$ cat src/rtl/uart_pkg.sv
// Shared types and constants for the UART transmit arbiter.
package uart_pkg;

   typedef enum logic [1:0] {
      IDLE,
      START,
      WAIT,
      RELEASE
   } arb_state_t;

   // Start bit + 8 data bits + stop bit.
   localparam int UART_FRAME_BITS = 10;

   function automatic int idx_w(input int n);
      return (n > 1) ? $clog2(n) : 1;
   endfunction

endpackage

$ cat src/rtl/uart_tx_arbiter_rr_pick.sv
// Combinational round-robin picker: first set req bit scanning ptr, ptr+1, ... modulo NUM_REQ.
module rr_pick
   import uart_pkg::*;
#(
   parameter int NUM_REQ = 4,
   parameter int IDX_W   = idx_w(NUM_REQ)
) (
   input  logic [NUM_REQ-1:0] req,
   input  logic [IDX_W-1:0]   ptr,
   output logic [IDX_W-1:0]   winner,
   output logic               any
);

   localparam logic [IDX_W:0] NUM_REQ_W = (IDX_W + 1)'(NUM_REQ);

   logic [IDX_W:0] pos;

   // Scan from the farthest offset down so the offset closest to ptr wins;
   // the explicit subtract keeps the wrap correct for non-power-of-2 NUM_REQ.
   always_comb begin
      winner = '0;
      pos    = '0;
      for (int k = NUM_REQ - 1; k >= 0; k--) begin
         pos = {1'b0, ptr} + (IDX_W + 1)'(k);
         if (pos >= NUM_REQ_W) pos = pos - NUM_REQ_W;
         if (req[pos[IDX_W-1:0]]) winner = pos[IDX_W-1:0];
      end
   end

   assign any = |req;

endmodule

$ cat src/rtl/uart_tx_arbiter.sv
// Round-robin arbiter sharing one UART transmitter among NUM_REQ byte requesters,
// with per-requester ack on frame completion and err when the UART never accepts.
module uart_tx_arbiter
   import uart_pkg::*;
#(
   parameter int NUM_REQ = 4,
   parameter int DATA_W  = 8,
   parameter int TIMEOUT = 16
) (
   input  logic                        clock,
   input  logic                        reset_n,
   input  logic [NUM_REQ-1:0]          req,
   input  logic [NUM_REQ*DATA_W-1:0]   req_data,
   output logic [NUM_REQ-1:0]          ack,
   output logic [NUM_REQ-1:0]          err,
   output logic                        grant_valid,
   output logic [$clog2(NUM_REQ)-1:0]  grant_idx,
   output logic                        uart_send,
   output logic [DATA_W-1:0]           uart_data,
   input  logic                        uart_done
);

   localparam int IDX_W = idx_w(NUM_REQ);
   localparam int TMR_W = idx_w(TIMEOUT);
   localparam logic [IDX_W-1:0] LAST_IDX = IDX_W'(NUM_REQ - 1);
   localparam logic [TMR_W-1:0] TMR_LAST = TMR_W'(TIMEOUT - 1);

   arb_state_t          state_q, state_d;
   logic [IDX_W-1:0]    ptr_q, ptr_d;
   logic [TMR_W-1:0]    timer_q, timer_d;
   logic [IDX_W-1:0]    grant_idx_q, grant_idx_d;
   logic                grant_valid_q, grant_valid_d;
   logic                uart_send_q, uart_send_d;
   logic [DATA_W-1:0]   uart_data_q, uart_data_d;
   logic [NUM_REQ-1:0]  ack_q, ack_d;
   logic [NUM_REQ-1:0]  err_q, err_d;

   logic [IDX_W-1:0]    winner;
   logic                any;
   logic [DATA_W-1:0]   sel_data;
   logic [NUM_REQ-1:0]  grant_onehot;
   logic [IDX_W-1:0]    next_ptr;
   logic                start_grant;
   logic                timer_expired;

   rr_pick #(
      .NUM_REQ (NUM_REQ),
      .IDX_W   (IDX_W)
   ) u_rr_pick (
      .req    (req),
      .ptr    (ptr_q),
      .winner (winner),
      .any    (any)
   );

   always_comb begin
      sel_data = '0;
      for (int i = 0; i < NUM_REQ; i++) begin
         if (winner == IDX_W'(i)) sel_data = req_data[i*DATA_W +: DATA_W];
      end
   end

   assign grant_onehot  = NUM_REQ'(1) << grant_idx_q;
   assign next_ptr      = (grant_idx_q == LAST_IDX) ? '0 : grant_idx_q + IDX_W'(1);
   assign start_grant   = any && uart_done;
   assign timer_expired = (timer_q == TMR_LAST);

   // NOTE: sequential state uses non-blocking assignments so every flop samples
   // pre-edge values regardless of statement order.
   always_ff @(posedge clock or negedge reset_n) begin
      if (!reset_n) begin
         state_q       <= IDLE;
         ptr_q         <= '0;
         timer_q       <= '0;
         grant_idx_q   <= '0;
         grant_valid_q <= 1'b0;
         uart_send_q   <= 1'b0;
         uart_data_q   <= '0;
         ack_q         <= '0;
         err_q         <= '0;
      end else begin
         state_q       <= state_d;
         ptr_q         <= ptr_d;
         timer_q       <= timer_d;
         grant_idx_q   <= grant_idx_d;
         grant_valid_q <= grant_valid_d;
         uart_send_q   <= uart_send_d;
         uart_data_q   <= uart_data_d;
         ack_q         <= ack_d;
         err_q         <= err_d;
      end
   end

   // NOTE: each combinational block assigns a default to every output first,
   // so no path through the case can leave a value unassigned and infer a latch.
   always_comb begin
      state_d = state_q;
      unique case (state_q)
         IDLE:    if (start_grant) state_d = START;
         START: begin
            if (!uart_done)         state_d = WAIT;
            else if (timer_expired) state_d = RELEASE;
         end
         WAIT:    if (uart_done) state_d = RELEASE;
         RELEASE: state_d = IDLE;
         default: state_d = IDLE;
      endcase
   end

   always_comb begin
      ptr_d         = ptr_q;
      timer_d       = timer_q;
      grant_idx_d   = grant_idx_q;
      grant_valid_d = grant_valid_q;
      uart_send_d   = uart_send_q;
      uart_data_d   = uart_data_q;
      ack_d         = '0;
      err_d         = '0;
      unique case (state_q)
         IDLE: begin
            if (start_grant) begin
               grant_idx_d   = winner;
               uart_data_d   = sel_data;
               uart_send_d   = 1'b1;
               grant_valid_d = 1'b1;
               timer_d       = '0;
            end
         end
         START: begin
            if (!uart_done) begin
               uart_send_d = 1'b0;
            end else if (timer_expired) begin
               // UART never went busy: drop the request and move past this requester.
               uart_send_d = 1'b0;
               err_d       = grant_onehot;
               ptr_d       = next_ptr;
            end else begin
               timer_d = timer_q + TMR_W'(1);
            end
         end
         WAIT: begin
            if (uart_done) begin
               ack_d = grant_onehot;
               ptr_d = next_ptr;
            end
         end
         RELEASE: begin
            grant_valid_d = 1'b0;
         end
         default: begin
            grant_valid_d = 1'b0;
            uart_send_d   = 1'b0;
         end
      endcase
   end

   assign ack         = ack_q;
   assign err         = err_q;
   assign grant_valid = grant_valid_q;
   assign grant_idx   = grant_idx_q;
   assign uart_send   = uart_send_q;
   assign uart_data   = uart_data_q;

endmodule

$ cat config.mk
export PLATFORM = sky130hd
export DESIGN_NAME = uart_tx_arbiter
export DESIGN_NICKNAME = d
export VERILOG_FILES = /design/src/rtl/uart_pkg.sv /design/src/rtl/uart_tx_arbiter_rr_pick.sv /design/src/rtl/uart_tx_arbiter.sv
export SDC_FILE = /design/constraint.sdc
export NUM_CORES = 1
export LEC_CHECK = 0
export ABC_CLOCK_PERIOD_IN_PS = 1900
export CELL_PAD_IN_SITES_DETAIL_PLACEMENT = 1
export CELL_PAD_IN_SITES_GLOBAL_PLACEMENT = 2
export CORE_MARGIN = 1
export CORE_UTILIZATION = 24
export DETAILED_ROUTE_END_ITERATION = 12
export PLACE_DENSITY = 0.85
export SKIP_CTS_REPAIR_TIMING = 1
export SLEW_MARGIN = 40
export SYNTH_ARGS = -nofsm -noshare
export SYNTH_HDL_FRONTEND = slang
export SYNTH_HIERARCHICAL = 1
export SYNTH_SLANG_ARGS = --single-unit
$ cat constraint.sdc
create_clock -name clock -period 1.9 [get_ports clock]
set_input_delay 0.19 -clock clock [delete_from_list [all_inputs] [get_ports clock]]
set_output_delay 0.19 -clock clock [all_outputs]
set_load 0.02 [all_outputs]
Yosys cells after proc, flatten, opt, wreduce, memory -nomap -nowiden
Cells that the tools add are included.

Add/sub/neg operators: 9. $lt $le $gt $ge: 8. Eq/ne operators: 14. Shift-type cells: 1. Multiplexer cells: 44. Reductions and logical operators: 13.

Operators with widths (number): $mux W2 (16); $mux W4 (8); $mux W8 (4); $lt A2 B3 Y1 const B (4); $eq A2 B2 Y1 const B (5); $ne A2 B2 Y1 const B (5); $ge A3 B3 Y1 const B (3); $bmux W1 S2 (4); $pmux W2 S4 (1); $pmux W4 S2 (1); $reduce_and A4 Y1 (2); $sub A2 B1 Y2 const B (4); $mux W1 (7); $add A2 B2 Y3 const B (2); $reduce_and A3 Y1 (2); $reduce_bool A2 Y1 (3); $add A4 B1 Y4 const B (1); $eq A2 B1 Y1 const B (2); $eq A4 B4 Y1 const B (1); $logic_not A2 Y1 (2); $pmux W1 S2 (2); $pmux W2 S2 (1); $reduce_and A2 Y1 (2); $reduce_or A4 Y1 (1); other kinds (6) (6).

Bits in registers: 28. Bits of input ports: 39. Output and inout bits: 20.

Logic depth before layout (Yosys ltp)
Depth in word-level cells: 14. Gate-level depth with buffers: 6. Depth with buffers taken out: 5.

By module
Netlist, hierarchy kept.

By module, submodules not included: uart_tx_arbiter (instances 1, cells an instance 120, area an instance 1500.2 um^2, seq. area each 700.7 um^2); rr_pick (instances 1, cells an instance 13, area an instance 77.6 um^2, seq. area each 0.0 um^2).

Worst setup path after synthesis
Ideal clock, no wire load.

Path type: flip-flop to flip-flop. From: register ptr_q[1]. To: register uart_data_q[0], in the netlist uart_data[0]. Arrival: 1.694 ns. Required time: 1.775 ns. Setup slack: 0.081 ns. Stages on the path, launching flop included: 6. Buffers on the path: 1. Clock period less this slack: 1.819 ns. Cells stage by stage: dfrtp_1 > mux2i_1 > a211oi_2 > buf_6 > mux4_2 > mux2_2.

Cells in the longest elaborated chain, start to end: 14. Elaborated cells between the ends (all ways): 35. Those cells by class: add/sub: 7; order compare: 4; eq/ne: 3; mux: 20; reduce/logical: 1.

RTL lines: from (decl) (RTL line uart_tx_arbiter.sv:29) `logic [IDX_W-1:0] ptr_q, ptr_d;`; from (signal assigned) (RTL line uart_tx_arbiter.sv:83) `ptr_q <= ptr_d;`; $add A2 B2 Y3 (RTL line uart_tx_arbiter_rr_pick.sv:24) `pos = {1'b0, ptr} + (IDX_W + 1)'(k);`; $ge A3 B3 Y1 / $sub A2 B1 Y2 (equally long branches) (RTL line uart_tx_arbiter_rr_pick.sv:25) `if (pos >= NUM_REQ_W) pos = pos - NUM_REQ_W;`; $mux W2 (RTL line uart_tx_arbiter_rr_pick.sv:25); $bmux W1 S2 (RTL line uart_tx_arbiter_rr_pick.sv:26) `if (req[pos[IDX_W-1:0]]) winner = pos[IDX_W-1:0];`; $mux W1 (implied by the code) (RTL line uart_tx_arbiter_rr_pick.sv:26); $mux W2 (3 in series) (RTL line uart_tx_arbiter_rr_pick.sv:26); $mux W2 * (RTL line uart_tx_arbiter_rr_pick.sv:26); named net winner[0] (RTL line uart_tx_arbiter.sv:38) `logic [IDX_W-1:0] winner;`; $logic_not A2 Y1 (RTL line uart_tx_arbiter.sv:59) `if (winner == IDX_W'(i)) sel_data = req_data[i*DATA_W +: DATA_W];`; $mux W8 (3 in series) (RTL line uart_tx_arbiter.sv:59); $mux W8 * (RTL line uart_tx_arbiter.sv:59); to (signal assigned) (RTL line uart_tx_arbiter.sv:88) `uart_data_q <= uart_data_d;`; to (decl) (RTL line uart_tx_arbiter.sv:34) `logic [DATA_W-1:0] uart_data_q, uart_data_d;`.

The timed path passes the listed nets; every way through them passes the cells marked *. The select of a mux whose other input is x is not followed. A chain may end at the register's enable or synchronous reset.

Final worst setup path
From: register ptr_q[1]. To: register uart_data_q[5], in the netlist uart_data[5].

Same word-level chain as after synthesis.

==> results.yml <==
placed_design:
  gp_congestion: 0.731
  placed_cells: 275
  dp_hpwl_mm: 3.07
  io_buffers: 58
  post_dp_cell_area_sq_um: 2320
  dp_worst_setup_slack_ns: -0.489
timing:
  fmax_ghz: 0.497
  setup_viol: 8
  hold_viol_final: 0
  setup_slack_ns: -0.112
  fin_crit_sh_pct: 106
  fin_crit_ns: 2.01
  hold_ws_ns: 0.272
  grt_setup_unrepaired: "true"
  relSlewSlack_pct: 71.3
  worstMarginPinSlew_ns: 0.429
  finalClockSkew_ns: 0.0101
  drv_slew: 0
power_and_ir_drop:
  max-vdd-ir-drop_v: 0.000533
  power_leakage_nw: 1.04
  p_per_area_nw_per_um2: 1270
setup_path:
  cp.arrival_ns: 2.18
  crit_path_end_kind: "flip-flop"
  r2r_setup_slack_ns: -0.11
  r2r_start: "ptr_q[1]"
  slowest_stage: "mux4_2"
  critPathRequiredTime_ns: 2.06
  reg2regPathDepth: 6
  rr_endpoint: "uart_data[5]"
  worst-path-max-fanout: 6
  path_delay_family: "multiplexers"
  path_cells: "mux2i_1, a211oi_2, buf_4, buf_12, mux4_2, mux2_4"
  startpoint_type: "flip-flop"
  cp.buffers_inverters: 2
  criticalPathCategory: "flip-flop to flip-flop"
  max_stage_delay_ns: 0.48
synth:
  synthXorXnorAreaFrac_pct: 0
  seq_area_frac_synth_pct: 44.4
  synth_cell_types: 33
  yosys.area_share.simple_pct: 13.5
  postSynth.topFlopCell: "dfrtp_1"
  synth_area_leaders: "dfrtp_1 (44%), mux4_2 (11%), mux2_2 (10%)"
  synth_top_area_share_pct: 44.4
  synth-compound-area-share_pct: 9.83
  synth_top_family_by_area: "multiplexers"
  synth_edf_count: 0
  synthAdderAreaFrac_pct: 7.14
  synthCells: 133
  synth_mux_area_share_pct: 22.0
  synth-seq-cells: 28
  yosysWarnings: 6
  synthesis.nets: 181
  netlist_area_sq_um: 1580
  synth_top_area_cell: "dfrtp_1"
  async_flop_share_pct: 100
  avgSynthCellArea_sq_um: 11.9
clock_tree:
  cts_sinks: 28
  clkLatencyLatePin_ns: 0.28
  path_clk_slew_ns: 0.10
  root_buffer: "clkbuf_8"
  ctsHtreeMaxLevel: 1
  cts_tree: "yes"
  clockBufferDepth: 2
  cts_buffers: 3
routing:
  drt_iter0_markers: 33
  vias_per_cell: 4.63
  vias: 1302
  wl_per_cell_um: 14.6
  drc: 0
  dr.pass1.iters: 4
  wl_mm: 4.10
  drtAntennaViolNets: 0
die:
  start_util_pct: 24.8
  ios: 59
  coreArea_sq_um: 6350
  die_y_um: 83.1
  num_rows: 29
  die_area_sq_um: 6900
  fp.dieW_um: 83.1
grt:
  grt_pass1_wl_mm: 6.68
  grt_antenna_before_repair: 0
  track_usage_pct: 12.1
  grt_pass1_vias: 1394
  grt_max_degree: 29
  globalRouteOverflowTotal: 0
final_layout:
  stdcell_count: 281
  layout-drive-gt1-share_pct: 23.5
  fin_nets: 253
  post-route-util_pct: 38.2
  nFillCells: 702
  layout_commonest_cell: "clkdlybuf4s50_1"
  area_delta_synth_final_pct: 53.8
  insertedDiodeCount: 0
  final_area_sq_um: 2430
  layout_common_cells: "clkdlybuf4s50_1 (58), dfrtp_1 (27), nor2_1 (13), mux2_2 (13), buf_4 (11)"
hold_path:
  hp-class: "input port to async pin"
outcome:
  status: "finished with violations"
  violations: "setup timing"
run:
  maxCapViolCount: 0
## how the worst max path moves through the flow
| stage | from | end | slack (ns) | cells after the start |
|---|---|---|---|---|
| after global placement | req[1] | uart_data[7] | -0.39 | 6 |
| after CTS | ptr_q[1] | uart_data[2] | -0.31 | 5 |
| final | ptr_q[1] | uart_data[5] | -0.11 | 6 |
| after detailed placement | req[1] | uart_data[2] | -0.49 | 6 |
| after floorplan | ptr_q[1] | uart_data[0] | 0.08 | 5 |
| after global routing | ptr_q[1] | uart_data[5] | -0.14 | 6 |
## state kept, by name (all words and copies together) (netlist names)
register	count
timer_q	4
grant_valid	1
ack	4
uart_send	1
state_q	2
err	4
grant_idx	2
uart_data	8
ptr_q	2
## Yosys cell counts, types with 3 or more instances
cell and number:
dfrtp_1 28, mux2_2 14, nor2_1 14, nand2_1 10, ha_1 9, mux4_2 8, inv_1 6, nand2b_1 5
a21oi_1 4, a31oi_1 4, and3_1 4, nand3_1 3
## final cells by class
| type | count | area (sq um) | area share, % |
|---|---|---|---|
| tap | 77 | 96.3 | 3.97 |
| timing repair buffer | 71 | 708 | 29.2 |
| multi-input combinational | 95 | 843 | 34.7 |
| sequential | 28 | 702 | 28.9 |
| inverter | 6 | 22.5 | 0.928 |
| clock buffer | 4 | 55.1 | 2.27 |
## metal layers
metal / up-vias / part of all wire (%) / GRT usage [%]
met5: - / 0 / 0
met4: 0 / 1.7 / 5.17
met3: 5 / 3.4 / 1.79
met2: 35 / 53 / 21.5
met1: 641 / 42 / 14.4
li1: 621 / - / -
## per-stage QoR
stage / TNS, ns / total power, mW
after global routing: -1.06 / 3.31
after CTS: -2.33 / 3.04
after detailed placement: -3.96 / 2.66
after floorplan: 0 / 1.98
final: -0.764 / 3.08
after global placement: -3.21 / 2.60
## power by group
part / leakage, nW / internal (mW) / switching [mW] / total [mW]
logic: 0.661 / 0.956 / 0.752 / 1.71
clock network: 0.0288 / 0.186 / 0.192 / 0.377
registers: 0.354 / 0.804 / 0.194 / 0.998
## kinds of logic after synthesis
family	after synthesis
buffers and inverters	10
muxes	23
adders and majority gates	9
and+or+nand+nor	42
AOI/OAI and AO/OA	21
DFF	28
Power figures use the tool's default switching activity.
